--- src/rtl/oam_dma.sv ---
// sm83_pkg: shared SM83 bus types.
//   addr_t - 16-bit bus address
//   data_t - 8-bit bus data
//
// oam_dma: OAM DMA engine. It copies LEN bytes from the source page {src_page_i, 8'h00}
// to DST_BASE. After a one-cycle DELAY, each XFER cycle reads one byte and writes the byte
// read in the previous cycle. A final FLUSH cycle writes the last byte and pulses done_o.
// busy_o is high for exactly LEN+2 cycles.
//
// Ports:
//   clk_i          clock; all state changes on the rising edge
//   rst_i          asynchronous active-high reset
//   start_i        one-cycle transfer request; a request while busy restarts the transfer
//   src_page_i     source page, latched when start_i is accepted
//   busy_o         transfer in progress (DELAY, XFER, FLUSH)
//   done_o         one-cycle pulse in the final write cycle
//   mem_r_addr_o   read address; mem_r_data_i returns the byte in the same cycle
//   mem_r_data_i   read data
//   mem_wen_o      write enable; memory writes on the rising edge while high
//   mem_w_addr_o   write address
//   mem_w_data_o   write data
package sm83_pkg;
    typedef logic [15:0] addr_t;
    typedef logic [7:0]  data_t;
endpackage

module oam_dma
    import sm83_pkg::*;
#(
    parameter int unsigned LEN      = 160,
    parameter addr_t       DST_BASE = 16'hFE00
) (
    input  logic        clk_i,
    input  logic        rst_i,
    input  logic        start_i,
    input  logic [7:0]  src_page_i,
    output logic        busy_o,
    output logic        done_o,
    output addr_t       mem_r_addr_o,
    input  data_t       mem_r_data_i,
    output logic        mem_wen_o,
    output addr_t       mem_w_addr_o,
    output data_t       mem_w_data_o
);

    typedef enum logic [1:0] {StIdle, StDelay, StXfer, StFlush} state_e;

    // 9-bit index so that LEN=256 still reaches its terminal value.
    localparam logic [8:0] LastIdx   = 9'(LEN - 1);
    localparam addr_t      FlushAddr = DST_BASE + 16'(LEN - 1);

    state_e      state_q, state_d;
    logic [8:0]  idx_q, idx_d;
    logic [7:0]  page_q, page_d;
    data_t       rdata_q, rdata_d;

    logic        busy_d, done_d, wen_d;
    addr_t       r_addr_d, w_addr_d;
    data_t       w_data_d;

    always_comb begin
        state_d = state_q;
        idx_d   = idx_q;
        page_d  = page_q;
        rdata_d = rdata_q;

        unique case (state_q)
            StIdle: begin
                if (start_i) begin
                    state_d = StDelay;
                    page_d  = src_page_i;
                    idx_d   = '0;
                end
            end
            StDelay: begin
                state_d = StXfer;
                idx_d   = '0;
            end
            StXfer: begin
                rdata_d = mem_r_data_i;
                idx_d   = idx_q + 9'd1;
                if (idx_q == LastIdx) begin
                    state_d = StFlush;
                end
            end
            StFlush: begin
                state_d = StIdle;
                idx_d   = '0;
            end
            default: begin
                state_d = StIdle;
                idx_d   = '0;
            end
        endcase

        // A request while busy restarts from DELAY. The byte captured on this edge is
        // overwritten before any write of the new transfer uses it.
        if (start_i && (state_q != StIdle)) begin
            state_d = StDelay;
            page_d  = src_page_i;
            idx_d   = '0;
        end

        // Outputs are registered: decode them from the next state so that they line up
        // with the state they belong to.
        busy_d   = 1'b0;
        done_d   = 1'b0;
        wen_d    = 1'b0;
        r_addr_d = '0;
        w_addr_d = '0;
        w_data_d = '0;
        unique case (state_d)
            StIdle: begin
            end
            StDelay: begin
                busy_d = 1'b1;
            end
            StXfer: begin
                busy_d   = 1'b1;
                // idx_d <= 255 here, so the add never carries out of the page.
                r_addr_d = {page_d, 8'h00} + 16'(idx_d);
                // idx 0 only primes rdata_q; the first write happens at idx 1.
                wen_d    = (idx_d != 9'd0);
                w_addr_d = DST_BASE + 16'(idx_d) - 16'd1;
                w_data_d = rdata_d;
            end
            StFlush: begin
                busy_d   = 1'b1;
                done_d   = 1'b1;
                wen_d    = 1'b1;
                w_addr_d = FlushAddr;
                w_data_d = rdata_d;
            end
            default: begin
            end
        endcase
    end

    always_ff @(posedge clk_i or posedge rst_i) begin
        if (rst_i) begin
            state_q      <= StIdle;
            idx_q        <= '0;
            page_q       <= '0;
            rdata_q      <= '0;
            busy_o       <= 1'b0;
            done_o       <= 1'b0;
            mem_wen_o    <= 1'b0;
            mem_r_addr_o <= '0;
            mem_w_addr_o <= '0;
            mem_w_data_o <= '0;
        end else begin
            state_q      <= state_d;
            idx_q        <= idx_d;
            page_q       <= page_d;
            rdata_q      <= rdata_d;
            busy_o       <= busy_d;
            done_o       <= done_d;
            mem_wen_o    <= wen_d;
            mem_r_addr_o <= r_addr_d;
            mem_w_addr_o <= w_addr_d;
            mem_w_data_o <= w_data_d;
        end
    end

endmodule

--- config.mk ---
export PLATFORM = sky130hd
export DESIGN_NAME = oam_dma
export DESIGN_NICKNAME = d
export VERILOG_FILES = /design/src/rtl/oam_dma.sv
export SDC_FILE = /design/constraint.sdc
export NUM_CORES = 1
export LEC_CHECK = 0
export CORE_UTILIZATION = 52
export CTS_BUF_LIST = sky130_fd_sc_hd__clkbuf_8
export DETAILED_ROUTE_END_ITERATION = 10
export GPL_TIMING_DRIVEN = 0
export PLACE_DENSITY = 0.82
export SYNTH_ARGS = -nofsm -noshare
export SYNTH_HDL_FRONTEND = slang
export SYNTH_SLANG_ARGS = --single-unit
--- constraint.sdc ---
create_clock -name clk_i -period 3.3 [get_ports clk_i]
set_clock_uncertainty 0.05 [all_clocks]
set_input_delay 0.825 -clock clk_i [delete_from_list [all_inputs] [get_ports clk_i]]
set_output_delay 0.825 -clock clk_i [all_outputs]
set_load 0.03 [all_outputs]
# [Yosys cells after proc, flatten, opt, wreduce, memory -nomap -nowiden]
# Index checks and enable logic that the tools add are counted.
[word_totals] wordCells=45 input_bits=19 regBits=70 out_inout_bits=43
[op_classes] addsub=4 n_reduce_logical=7 eq_ne=7 muxes=17
[ops] operator="$mux 8" n=5
[ops] operator="$pmux 16 s2" n=1
[ops] operator="$pmux 9 s3" n=1
[ops] operator="$mux 9" n=2
[ops] operator="$add 16x9->16" n=1
[ops] operator="$mux 16" n=1
[ops] operator="$sub 11x2->12 const B" n=1
[ops] operator="$add 10x10->11 const A" n=1
[ops] operator="$add 9x1->9 const B" n=1
[ops] operator="$eq 9x8->1 const B" n=1
[ops] operator="$reduce_bool 9->1" n=1
[ops] operator="$eq 2x2->1 const B" n=4
[ops] operator="$pmux 2 s4" n=1
[ops] operator="$mux 2" n=3
[ops] operator="$eq 2x1->1 const B" n=2
[ops] operator="$reduce_or 2->1" n=2
[ops] operator="$reduce_or 3->1" n=1
[ops] operator="$logic_not 2->1" n=1
[ops] operator="$mux 1" n=2
[ops] operator="$pmux 1 s2" n=1
[ops] operator="$reduce_bool 2->1" n=1
[ops] operator="$logic_and 1x1->1" n=1

# [Longest topological paths before layout]
# Gate-level depths: netlist of the first run.
[logic_depth] ltp_word=7 ltp_mapped=12 ltp_nobuf=11

# [Worst setup path before layout of the first run]
# Ideal clock, no wire load.
[synth_timing] path_kind="reg2reg" start="register state_q[0]" end="register mem_r_addr_o[14]" stages_incl_launch_ff=12 slack_ns=0.664 required_time_ns=3.129 n_path_buf=0 synth_period_minus_slack_ns=2.636 setup_ns=0.121 arrival_time_ns=2.464 cell_sequence="dfrtp_1 inv_1 ha_1 nand2b_1 or4_1 a31oi_1 ha_1 ha_1 nand3_1 nor3b_1 xnor2_1 nor2_1"
[synth_via] elab_chain_cells=6 elab_cells_between_ends=18 classes_between="add/sub: 1; eq/ne: 4; mux: 9; reduce/logical: 4"
[synth_rtl] element="from (decl)" line="52" rtl="state_e state_q, state_d;"
[synth_rtl] element="from (signal assigned)" line="141" rtl="state_q <= StIdle;"
[synth_rtl] element="from (signal assigned)" line="152" rtl="state_q <= state_d;"
[synth_rtl] element="$eq 2x2->1 or $eq 2x1->1 (tied branches)" line="67" rtl="unique case (state_q)"
[synth_rtl] element="$reduce_or 2->1 (no line)"
[synth_rtl] element="$pmux 9 s3" line="67"
[synth_rtl] element="$mux 9 *" line="98" rtl="if (start_i && (state_q != StIdle)) begin"
[synth_rtl] element="net idx_d[8]" line="53" rtl="logic [8:0] idx_q, idx_d;"
[synth_rtl] element="$add 16x9->16 *" line="121" rtl="r_addr_d = {page_d, 8'h00} + 16'(idx_d);"
[synth_rtl] element="$mux 16 *" line="112" rtl="unique case (state_d)"
[synth_rtl] element="net r_addr_d[14]" line="58" rtl="addr_t r_addr_d, w_addr_d;"
[synth_rtl] element="to (signal assigned)" line="159" rtl="mem_r_addr_o <= r_addr_d;"
[synth_rtl] element="to (decl)" line="39" rtl="output addr_t mem_r_addr_o,"
# Mark *: on every way through the listed nets, which the timed path passes. The rest lies on a longest branch.

# [Final worst setup path of the first run]
[layout_timing] start="register state_q[0]" end="register mem_r_addr_o[15]"
# The elaborated chain is that of the path after synthesis.

==> reports/qor.tcl, run 1 <==
set qor(cellPowerDensity_nw_per_um2) 752
set qor(floorplan.initialDensity) 0.546
set qor(synthesis.instances) 234
set qor(clk_pin_slew_ns) 0.06
set qor(setup_viol) 0
set qor(crit_path_end_kind) {flip-flop}
set qor(final_common_cell) {sky130_fd_sc_hd__dfrtp_1}
set qor(critical-path-slowest-cell) {sky130_fd_sc_hd__or4_1}
set qor(wirelength_um) 5520
set qor(wl_per_cell_um) 14.5
set qor(placement_rows) 26
set qor(core_sq_um) 5140
set qor(cts_num_sinks) 65
set qor(groute.layer.met1.usage) 0.297
set qor(worstSkewPairLatency_ns) 0.33
set qor(post-route-util) 0.715
set qor(grt_antenna_before_repair) 0
set qor(grt_pass1_vias) 2012
set qor(synth.cell_area_sq_um) 2810
set qor(fp.dieW_um) 75.4
set qor(syn_to_final_growth_pct) 31.1
set qor(globalRoute.busiestLayer) {met2}
set qor(holdCritStartpoint) {rdata_q[2]$_DFF_PP0_}
set qor(yosysWarningCount) 0
set qor(globalRouteMet3Util) 0.0582
set qor(cp_top_family) {simple AND/OR/NAND/NOR gates}
set qor(dpl-instance-area_sq_um) 3510
set qor(detailroute.via_count) 1987
set qor(h_tree_levels) 3
set qor(critical-path-max-stage-delay_ns) 0.51
set qor(timing.reg2reg.worst_path_depth) 11
set qor(swShare) 0.356
set qor(synth_async_sr_flop_share) 1.00
set qor(yosysTopAreaCell) {sky130_fd_sc_hd__dfrtp_1}
set qor(critPathRequiredTime_ns) 3.49
set qor(cp_max_fo) 7
set qor(drt.antenna.violating_nets) 0
set qor(arrival_ns) 3.20
set qor(tritoncts) {built}
set qor(power.switching_mw) 0.985
set qor(synth-seq-area-share) 0.580
set qor(worst-setup-path-type) {reg2reg}
set qor(synth_nets) 260
set qor(fmax_mhz) 332
set qor(die-area_sq_um) 5690
set qor(synth-adder-area-share) 0.0312
set qor(final.period_utilization) 0.912
set qor(postSynthAreaPerCell_sq_um) 12.0
set qor(result_of_the_run) {complete, no violations}
set qor(timing.rr.start) {state_q[0]$_DFF_PP0_}
set qor(timing_hold_violations_final) 0
set qor(combPwrFrac) 0.422
set qor(cp_common_cell) {sky130_fd_sc_hd__ha_1}
set qor(power_leakage_nw) 1.72
set qor(max_slew.worst_pin.slew_ns) 0.804
set qor(antenna_cell_count) 0
set qor(synth_compound_area_frac) 0.0870
set qor(min_path_type) {reg2reg}
set qor(rrSetupSlack_ns) 0.29
set qor(wire_length_of_the_first_global_routing_pass_um) 9180
set qor(path_depth) 11
set qor(synth_top_family_by_area) {simple AND/OR/NAND/NOR gates}
set qor(io-pin-count) 62
set qor(globalRouteOverflowTotal) 0
set qor(cap_violations) 0
set qor(yosys.cell_types.count) 47
set qor(routability_cong) 0.858
set qor(ys_top_cells_by_area) {sky130_fd_sc_hd__dfrtp_1, sky130_fd_sc_hd__mux2_2, sky130_fd_sc_hd__ha_1}
set qor(gr-usage-all-layers) 0.226
set qor(tritoncts.num_buffers) 9
set qor(vdd_ir_drop_max_v) 0.000437
set qor(cts-root-to-sink-buffers) 2
set qor(drc_errors) 0
set qor(port_buffers) 60
set qor(synthXorXnorAreaFrac) 0.0308
set qor(final_number_of_max_transition_violations) 0
set qor(critical_path.n_buffers_inverters) 2
set qor(critPathLaunchType) {flip-flop}
set qor(finish.instance_area_sq_um) 3680
set qor(grt_start_max_net_pins) 38
set qor(first_iter_violations) 109
set qor(worst_hold_path.num_cells) 1
set qor(final_layout_size_suffix_gt1_frac) 0.161
set qor(avgViaCountPerCell) 5.23
set qor(ys_ff_latch) 65
set qor(p_clk_frac) 0.195
set qor(synth-edff-count) 0
set qor(tns_ns) 0
set qor(rr_endpoint) {mem_r_addr_o[15]$_DFF_PP0_}
set qor(share_seq_of_total_power) 0.383
set qor(fin_nets) 332
set qor(power.total_mw) 2.77
set qor(firstDrtPassIters) 4
set qor(internal-power_mw) 1.78
set qor(whs_endpoint) {rdata_q[2]$_DFF_PP0_}
set qor(worst_slew_margin_rel) 0.460
set qor(mostFrequentLayoutCells) {sky130_fd_sc_hd__dfrtp_1, sky130_fd_sc_hd__clkdlybuf4s50_1, sky130_fd_sc_hd__inv_1}
set qor(post-dp-hpwl_um) 3970
set qor(synth_largest_type_area_fraction) 0.580
set qor(muxShareOfSynthArea) 0.0669
set qor(cp_cell_sequence) {inv_1, ha_1, clkbuf_2, nand2b_1, or4_1, a31oi_2, ha_1, nand3_1, nor3_1, a31oi_1, nor3b_1}
set qor(synth_flop_cell) {sky130_fd_sc_hd__dfrtp_1}
set qor(rsz0062_at_grt) {false}
set qor(finalCriticalPeriod_ns) 3.01
set qor(die_y_um) 75.4
set qor(synth-simple-area-share) 0.152
set qor(grt_util_met2) 0.357
set qor(clockRootBuffer) {sky130_fd_sc_hd__clkbuf_8}
set qor(startpoint_of_the_worst_setup_timing_path) {state_q[0]$_DFF_PP0_}
## through the flow
step	hold slack (ns)	worst slack, ns	cells
finish	0.444	0.289	380
global route	0.461	0.0616	380
CTS	0.445	0.0186	380
detailed placement	0.430	0.0732	365
global placement	0.424	-0.212	364
floorplan	0.416	0.664	234
## worst max path at each step
stage / to / slack, ns
after global routing: mem_r_addr_o[15]$_DFF_PP0_ / 0.06
final: mem_r_addr_o[15]$_DFF_PP0_ / 0.29
after detailed placement: mem_r_addr_o[14]$_DFF_PP0_ / 0.07
after floorplan: mem_r_addr_o[14]$_DFF_PP0_ / 0.66
after CTS: mem_r_addr_o[14]$_DFF_PP0_ / 0.02
after global placement: mem_w_addr_o[3]$_DFF_PP0_ / -0.21
## state kept, by name, indices dropped and copies added (netlist names)
signal,flops
done_o,1
rdata_q,8
state_q,2
busy_o,1
mem_w_data_o,8
page_q,8
mem_r_addr_o,16
mem_wen_o,1
idx_q,9
mem_w_addr_o,11
## cell families (layout without fill, tap and decap cells)
logic type                 after synthesis  count (layout)
DFF                                     65              65
xor gates and xnor gates                 9               9
buffers and inverters                   28             104
adders and majority gates                7               7
muxes                                   17              17
and+or+nand+nor                         72              72
AOI/OAI and AO/OA                       36              36
## area by class of cell
cell class	instances	area, sq um
clock buffers	10	138
clock inverters	5	18.8
repair buffers	61	621
inverters	14	52.6
well taps	70	87.6
plain buffers	14	96.3
flip-flops and latches	65	1630
fillers	413	1460
multi-input cells	141	1040
## power groups by stage
stage	combinational [mW]	clock (mW)	sequential [mW]
finish	1.17	0.539	1.06
global route	1.25	0.585	1.08
detailed placement	1.17	0	1.08
CTS	1.18	0.548	1.06
global placement	1.14	0	1.07
floorplan	0.462	0	1.34
## cell usage after synthesis, types with 2 or more instances
library cell,number
sky130_fd_sc_hd__dfrtp_1,65
sky130_fd_sc_hd__inv_1,14
sky130_fd_sc_hd__mux2_2,14
sky130_fd_sc_hd__nor2_1,13
sky130_fd_sc_hd__a21oi_1,12
sky130_fd_sc_hd__nand2_1,12
sky130_fd_sc_hd__nor2b_1,9
sky130_fd_sc_hd__buf_4,8
sky130_fd_sc_hd__xnor2_1,8
sky130_fd_sc_hd__ha_1,7
sky130_fd_sc_hd__a31oi_1,5
sky130_fd_sc_hd__and2_1,4
sky130_fd_sc_hd__nand2b_1,4
sky130_fd_sc_hd__nand3_1,4
sky130_fd_sc_hd__or4_1,4
sky130_fd_sc_hd__buf_2,3
sky130_fd_sc_hd__mux2i_1,3
sky130_fd_sc_hd__nor3_1,3
sky130_fd_sc_hd__o211ai_1,3
sky130_fd_sc_hd__o21ai_0,3
sky130_fd_sc_hd__o31ai_1,3
sky130_fd_sc_hd__or3_1,3
sky130_fd_sc_hd__a21o_1,2
sky130_fd_sc_hd__nand3b_1,2
sky130_fd_sc_hd__nand4_1,2
sky130_fd_sc_hd__nand4b_1,2
sky130_fd_sc_hd__nor3b_1,2
## layer usage
metal  vias to the layer above  wire (um)
met5                         -          0
met2                        58       2670
met4                         0         69
li1                        948          -
met3                         7        288
met1                       974       2490
## repair_timing
item                       in CTS  in global routing
gates resized for setup         0                  2
hold buffers                    0                  0
setup endpoints to repair       0                  3
setup buffers                   0                  0
Note: power is estimated with default switching activity, not from simulation.
==> run 2: changes to the inputs <==
Settings changed: SLEW_MARGIN set to 20.
==> run 2 against run 1 <==
Net effect:
- non-clock buffer count stayed put
- flip-flop and latch count stayed put
- hold slack hardly changed
- combinational power hardly changed
==> reports/qor.tcl, run 2 (same netlist as run 1, synthesis figures left out) <==
set qor(result_of_the_run) {complete, no violations}
set qor(area.sequential_sq_um) 1630 ;# unchanged
set qor(cellPowerDensity_nw_per_um2) 753 ;# +0.12%
set qor(critical-path-slowest-cell) {sky130_fd_sc_hd__or4_1}
set qor(wirelength_um) 5620 ;# +1.8%
set qor(vdd_ir_drop_max_v) 0.000448 ;# +2.5%
set qor(fill_cells) 398 ;# -3.6%
set qor(cp_cell_sequence) {inv_1, ha_1, nand2b_1, or4_1, a31oi_2, ha_1, nand3_1, nor3_1, a31oi_1, nor3b_1}
set qor(cts_num_sinks) 65 ;# unchanged
set qor(cp_max_fo) 8 ;# +1
set qor(tritoncts) {built}
set qor(core_sq_um) 5140 ;# unchanged
set qor(timing_hold_violations_final) 0 ;# unchanged
set qor(max_slew.worst_pin.slew_ns) 0.751 ;# -0.0526 ns
set qor(p_clk_frac) 0.194 ;# about the same
set qor(power_leakage_nw) 1.72 ;# about the same
set qor(worstSkewPairLatency_ns) 0.33 ;# about the same
set qor(worst_hold_path.num_cells) 1 ;# unchanged
set qor(drt.antenna.violating_nets) 0 ;# unchanged
set qor(cp_top_family) {simple AND/OR/NAND/NOR gates}
set qor(floorplan.initialDensity) 0.546 ;# unchanged
set qor(worst-setup-path-type) {reg2reg}
set qor(min_path_type) {reg2reg}
set qor(swShare) 0.357 ;# +0.00116
set qor(avgViaCountPerCell) 5.27 ;# +0.75%
set qor(rsz0062_at_grt) {false}
set qor(critical-path-max-stage-delay_ns) 0.52 ;# about the same
set qor(final_number_of_max_transition_violations) 0 ;# unchanged
set qor(multi_input_comb_area_sq_um) 1040 ;# unchanged
set qor(largest_reg_flops) 16 ;# unchanged
set qor(placement_rows) 26 ;# unchanged
set qor(power.total_mw) 2.77 ;# +0.18%
set qor(rrSetupSlack_ns) 0.29 ;# about the same
set qor(mostFrequentLayoutCells) {sky130_fd_sc_hd__dfrtp_1, sky130_fd_sc_hd__clkdlybuf4s50_1, sky130_fd_sc_hd__inv_1}
set qor(die-area_sq_um) 5690 ;# unchanged
set qor(arrival_ns) 3.21 ;# about the same
set qor(critical_path.n_buffers_inverters) 1 ;# -1
set qor(io-pin-count) 62 ;# unchanged
set qor(routability_cong) 0.858 ;# unchanged
set qor(fmax_mhz) 333 ;# +0.16%
set qor(wire_length_of_the_first_global_routing_pass_um) 9450 ;# +3.0%
set qor(critPathLaunchType) {flip-flop}
set qor(cp_common_cell) {sky130_fd_sc_hd__ha_1}
set qor(fp.dieW_um) 75.4 ;# unchanged
set qor(power.switching_mw) 0.990 ;# +0.51%
set qor(gr-usage-all-layers) 0.229 ;# +0.00380
set qor(grt_antenna_before_repair) 0 ;# unchanged
set qor(die_y_um) 75.4 ;# unchanged
set qor(antenna_cell_count) 0 ;# unchanged
set qor(grt_start_max_net_pins) 39 ;# +2.6%
set qor(finalCriticalPeriod_ns) 3.01 ;# -0.00492 ns
set qor(port_buffers) 60 ;# unchanged
set qor(post-route-util) 0.716 ;# about the same
set qor(first_iter_violations) 151 ;# +39%
set qor(crit_path_end_kind) {flip-flop}
set qor(grt_pass1_vias) 2064 ;# +2.6%
set qor(tritoncts.num_buffers) 9 ;# unchanged
set qor(final_layout_size_suffix_gt1_frac) 0.161 ;# unchanged
set qor(detailroute.via_count) 2002 ;# +0.75%
set qor(timing.rr.start) {state_q[1]$_DFF_PP0_}
set qor(holdCritStartpoint) {rdata_q[1]$_DFF_PP0_}
set qor(cts-root-to-sink-buffers) 2 ;# unchanged
set qor(firstDrtPassIters) 5 ;# +1
set qor(place_worst_setup_slack_ns) 0.0809 ;# +0.00774 ns
set qor(drc_errors) 0 ;# unchanged
set qor(internal-power_mw) 1.78 ;# about the same
set qor(rr_endpoint) {mem_r_addr_o[15]$_DFF_PP0_}
set qor(share_seq_of_total_power) 0.382 ;# about the same
set qor(postCtsSetupBuffers) 0 ;# unchanged
set qor(post-dp-hpwl_um) 4020 ;# +1.3%
set qor(whs_endpoint) {rdata_q[1]$_DFF_PP0_}
set qor(globalRouteOverflowTotal) 0 ;# unchanged
set qor(setup_viol) 0 ;# unchanged
set qor(clockRootBuffer) {sky130_fd_sc_hd__clkbuf_8}
set qor(regs_by_ff_count) {mem_r_addr_o: 16 flops, mem_w_addr_o: 11 flops, idx_q: 9 flops}
set qor(critPathRequiredTime_ns) 3.50 ;# about the same
set qor(final_critical_path_setup_slack_ns) 0.294 ;# +0.00492 ns
set qor(top_register) {mem_r_addr_o}
set qor(final_common_cell) {sky130_fd_sc_hd__dfrtp_1}
set qor(worst_slew_margin_rel) 0.496 ;# +0.0353
set qor(fin_nets) 332 ;# unchanged
set qor(combPwrFrac) 0.423 ;# about the same
set qor(cap_violations) 0 ;# unchanged
set qor(wl_per_cell_um) 14.8 ;# +1.8%
set qor(final.period_utilization) 0.911 ;# -0.00149
set qor(timing.reg2reg.worst_path_depth) 10 ;# -1
set qor(h_tree_levels) 3 ;# unchanged
set qor(syn_to_final_growth_pct) 31.2 ;# about the same
set qor(clk_pin_slew_ns) 0.06 ;# about the same
-- run 2: through the flow --
| stage | hold WS (ns) | TNS [ns] | cells | instance area, sq um |
|---|---|---|---|---|
| finish | 0.444 | 0 | 380 | 3680 |
| CTS | 0.446 | 0 | 380 | 3670 |
| floorplan | 0.416 | 0 | 234 | 2810 |
| detailed placement | 0.432 | 0 | 365 | 3520 |
| global route | 0.461 | 0 | 380 | 3680 |
| global placement | 0.424 | -13.65 | 364 | 3490 |
-- run 2: layout make-up --
type / instances / area share
plain buffers: 14 / 0.0262
clock buffers: 10 / 0.0374
clock inverters: 5 / 0.00510
inverters: 14 / 0.0150
multi-input cells: 141 / 0.282
flip-flops and latches: 65 / 0.442
well taps: 70 / 0.0238
repair buffers: 61 / 0.169
-- run 2: layer usage --
layer | share of wire | GRT usage | vias up
li1 | - | - | 947
met1 | 0.44 | 0.299 | 977
met2 | 0.49 | 0.366 | 73
met3 | 0.068 | 0.0595 | 5
met4 | 0.0075 | 0.101 | 0
met5 | 0 | 0 | -
-- run 2: power groups by stage --
stage               sequential [mW]  combinational [mW]  clock (mW)
finish                         1.06                1.17       0.539
floorplan                      1.34               0.462           0
detailed placement             1.08                1.18           0
global placement               1.07                1.14           0
CTS                            1.06                1.18       0.549
global route                   1.08                1.26       0.585
-- run 2: worst max path at each step --
stage                                             to  cells after the start  slack (ns)            startpoint
after detailed placement  mem_r_addr_o[15]$_DFF_PP0_                     11        0.08  state_q[0]$_DFF_PP0_
final                     mem_r_addr_o[15]$_DFF_PP0_                     10        0.29  state_q[1]$_DFF_PP0_
after floorplan           mem_r_addr_o[14]$_DFF_PP0_                     11        0.66  state_q[0]$_DFF_PP0_
after CTS                 mem_r_addr_o[15]$_DFF_PP0_                     11        0.02  state_q[0]$_DFF_PP0_
after global placement     mem_w_addr_o[3]$_DFF_PP0_                      2       -0.21                 rst_i
after global routing      mem_r_addr_o[15]$_DFF_PP0_                     11        0.08  state_q[0]$_DFF_PP0_
-- run 2: timing repair --
action	CTS	global route
setup endpoints to repair	0	3
gates resized for setup	0	2
hold buffers	0	0
==> run 3: changes to the inputs <==
Settings changed: CORE_ASPECT_RATIO set to 0.7.
==> run 3 against run 2 <==
Net effect:
- setup slack gained 0.090 ns
- global-route usage rose by 0.44 points
- flip-flop and latch count unchanged
- sequential share of layout area fell by 0.71 points
- maximum frequency up 3.1%
- critical path depth did not move
- cell count unchanged
- routed wire length increased by 1.8%
- first-iteration DRC count grew 15%
- die area about the same
- final area is 1.6% higher
- clock-buffer cell count decreased by 1
- largest cell class unchanged
==> reports/qor.tcl, run 3 (same netlist as run 1, synthesis figures left out) <==
set qor(wl_per_cell_um) 15.1 ;# +1.8%
set qor(final_layout_size_suffix_gt1_frac) 0.177 ;# +0.0156
set qor(first_iter_violations) 173 ;# +15%
set qor(drc_errors) 0 ;# unchanged
set qor(final_common_cell) {sky130_fd_sc_hd__dfrtp_1}
set qor(firstDrtPassIters) 4 ;# -1
set qor(rrSetupSlack_ns) 0.38 ;# +0.09 ns
set qor(maxUsedRoutingLayer) {met4}
set qor(worst-setup-path-type) {reg2reg}
set qor(fin_nets) 332 ;# unchanged
set qor(holdBufCountCts) 0 ;# unchanged
set qor(cp_max_fo) 8 ;# unchanged
set qor(post-place-cells) 364 ;# -0.27%
set qor(cp_cell_sequence) {inv_1, ha_1, nand2b_1, or4_1, a31oi_2, ha_1, nand3_1, nor3_1, a31oi_1, nor3b_1}
set qor(drt.antenna.violating_nets) 0 ;# unchanged
set qor(routed-wl-met2_um) 2720 ;# -0.66%
set qor(place_worst_setup_slack_ns) 0.252 ;# +0.171 ns
set qor(cts_num_sinks) 65 ;# unchanged
set qor(power_leakage_nw) 1.73 ;# +0.87%
set qor(finalCriticalPeriod_ns) 2.92 ;# -0.0899 ns
set qor(post-route-util) 0.749 ;# +0.0332
set qor(wire_length_of_the_first_global_routing_pass_um) 9990 ;# +5.7%
set qor(max_slew.worst_pin.slew_ns) 0.822 ;# +0.0703 ns
set qor(grt_pass1_vias) 2116 ;# +2.5%
set qor(clk_pin_slew_ns) 0.07 ;# about the same
set qor(port_buffers) 60 ;# unchanged
set qor(startpoint_of_the_worst_setup_timing_path) {state_q[0]$_DFF_PP0_}
set qor(critical_path.n_buffers_inverters) 1 ;# unchanged
set qor(floorplan.initialDensity) 0.562 ;# +0.0161
set qor(top_register) {mem_r_addr_o}
set qor(postCtsSetupBuffers) 0 ;# unchanged
set qor(met3_wirelength_um) 431 ;# +13%
set qor(power.total_mw) 2.94 ;# +6.2%
set qor(cts_resized) 0 ;# unchanged
set qor(tritoncts) {built}
set qor(largest_reg_flops) 16 ;# unchanged
set qor(critical-path-max-stage-delay_ns) 0.51 ;# about the same
set qor(routability_cong) 0.897 ;# +4.5%
set qor(critPathRequiredTime_ns) 3.50 ;# about the same
set qor(h_tree_levels) 3 ;# unchanged
set qor(final.period_utilization) 0.884 ;# -0.0272
set qor(result_of_the_run) {complete, no violations}
set qor(setup_viol) 0 ;# unchanged
set qor(min_path_type) {reg2reg}
set qor(core_sq_um) 4990 ;# -2.9%
set qor(globalRouteOverflowTotal) 0 ;# unchanged
set qor(arrival_ns) 3.12 ;# -0.09 ns
set qor(fmax_mhz) 343 ;# +3.1%
set qor(clockRootBuffer) {sky130_fd_sc_hd__clkbuf_8}
set qor(cellPowerDensity_nw_per_um2) 787 ;# +4.5%
set qor(crit_path_end_kind) {flip-flop}
set qor(io-pin-count) 62 ;# unchanged
set qor(mostFrequentLayoutCells) {sky130_fd_sc_hd__dfrtp_1, sky130_fd_sc_hd__clkdlybuf4s50_1, sky130_fd_sc_hd__inv_1, sky130_fd_sc_hd__mux2_2, sky130_fd_sc_hd__nor2_1}
set qor(post-dp-hpwl_um) 4030 ;# +0.25%
set qor(syn_to_final_growth_pct) 33.3
set qor(wirelength_um) 5730 ;# +1.8%
set qor(placement_rows) 21 ;# -19%
set qor(timing.rr.start) {state_q[0]$_DFF_PP0_}
set qor(cap_violations) 0 ;# unchanged
set qor(antenna_cell_count) 0 ;# unchanged
set qor(grt_start_max_net_pins) 54 ;# +38%
set qor(post_route_met1_wirelength_um) 2510 ;# +2.1%
set qor(rsz0062_at_grt) {false}
set qor(regs_by_ff_count) {mem_r_addr_o: 16 flops, mem_w_addr_o: 11 flops, idx_q: 9 flops}
set qor(grt_antenna_before_repair) 0 ;# unchanged
set qor(fp.dieW_um) 89.8 ;# +19%
set qor(critPathLaunchType) {flip-flop}
set qor(avgViaCountPerCell) 5.33 ;# +1.1%
set qor(worstSkewPairLatency_ns) 0.34 ;# about the same
set qor(detailroute.via_count) 2025 ;# +1.1%
set qor(tritoncts.num_buffers) 9 ;# unchanged
set qor(cp_common_cell) {sky130_fd_sc_hd__ha_1}
set qor(die-area_sq_um) 5700 ;# about the same
set qor(final_number_of_max_transition_violations) 0 ;# unchanged
set qor(vdd_ir_drop_max_v) 0.000453 ;# +0.97%
set qor(timing_hold_violations_final) 0 ;# unchanged
set qor(die_y_um) 63.5 ;# -16%
set qor(final_critical_path_setup_slack_ns) 0.384 ;# +0.0899 ns
set qor(cts-root-to-sink-buffers) 2 ;# unchanged
set qor(cp_top_family) {simple AND/OR/NAND/NOR gates}
set qor(critical-path-slowest-cell) {sky130_fd_sc_hd__or4_1}
set qor(fin_cells) 380 ;# unchanged
set qor(worst_slew_margin_rel) 0.449 ;# -0.0472
set qor(holdCritStartpoint) {rdata_q[2]$_DFF_PP0_}
set qor(gr-usage-all-layers) 0.234 ;# +0.00444
-- run 3: area by class of cell --
type                    count  area [sq um]
clock buffers               9           124
plain buffers              14          96.3
repair buffers             61           628
well taps                  69          86.3
fillers                   349          1250
clock inverters             7          86.3
inverters                  14          55.1
multi-input cells         141          1040
flip-flops and latches     65          1630
-- run 3: final timing paths --
kind | endpoint | cells past startpoint
max | mem_r_addr_o[15]$_DFF_PP0_ | 10
min | rdata_q[2]$_DFF_PP0_ | 1
max reg2reg | mem_r_addr_o[15]$_DFF_PP0_ | 10
min reg2reg | rdata_q[2]$_DFF_PP0_ | 1
max in group asynchronous | mem_r_addr_o[3]$_DFF_PP0_ | 3
min in group asynchronous | page_q[0]$_DFF_PP0_ | 2
-- run 3: report_power, final --
| group | switching [mW] | internal [mW] |
|---|---|---|
| registers | 0.0661 | 0.996 |
| clock network | 0.289 | 0.418 |
| logic | 0.663 | 0.511 |
-- run 3: stage by stage --
step	cell area [sq um]	TNS [ns]	hold slack [ns]
5_1_grt	3740	0	0.459
3_5_place_dp	3520	0	0.433
4_1_cts	3730	0	0.450
6_report	3740	0	0.444
3_3_place_gp	3490	-14.26	0.426
2_1_floorplan	2810	0	0.416
-- run 3: layer usage --
metal | track usage | vias to the layer above
li1 | - | 949
met1 | 0.298 | 986
met2 | 0.364 | 81
met3 | 0.0845 | 9
met4 | 0.0963 | 0
met5 | 0 | -
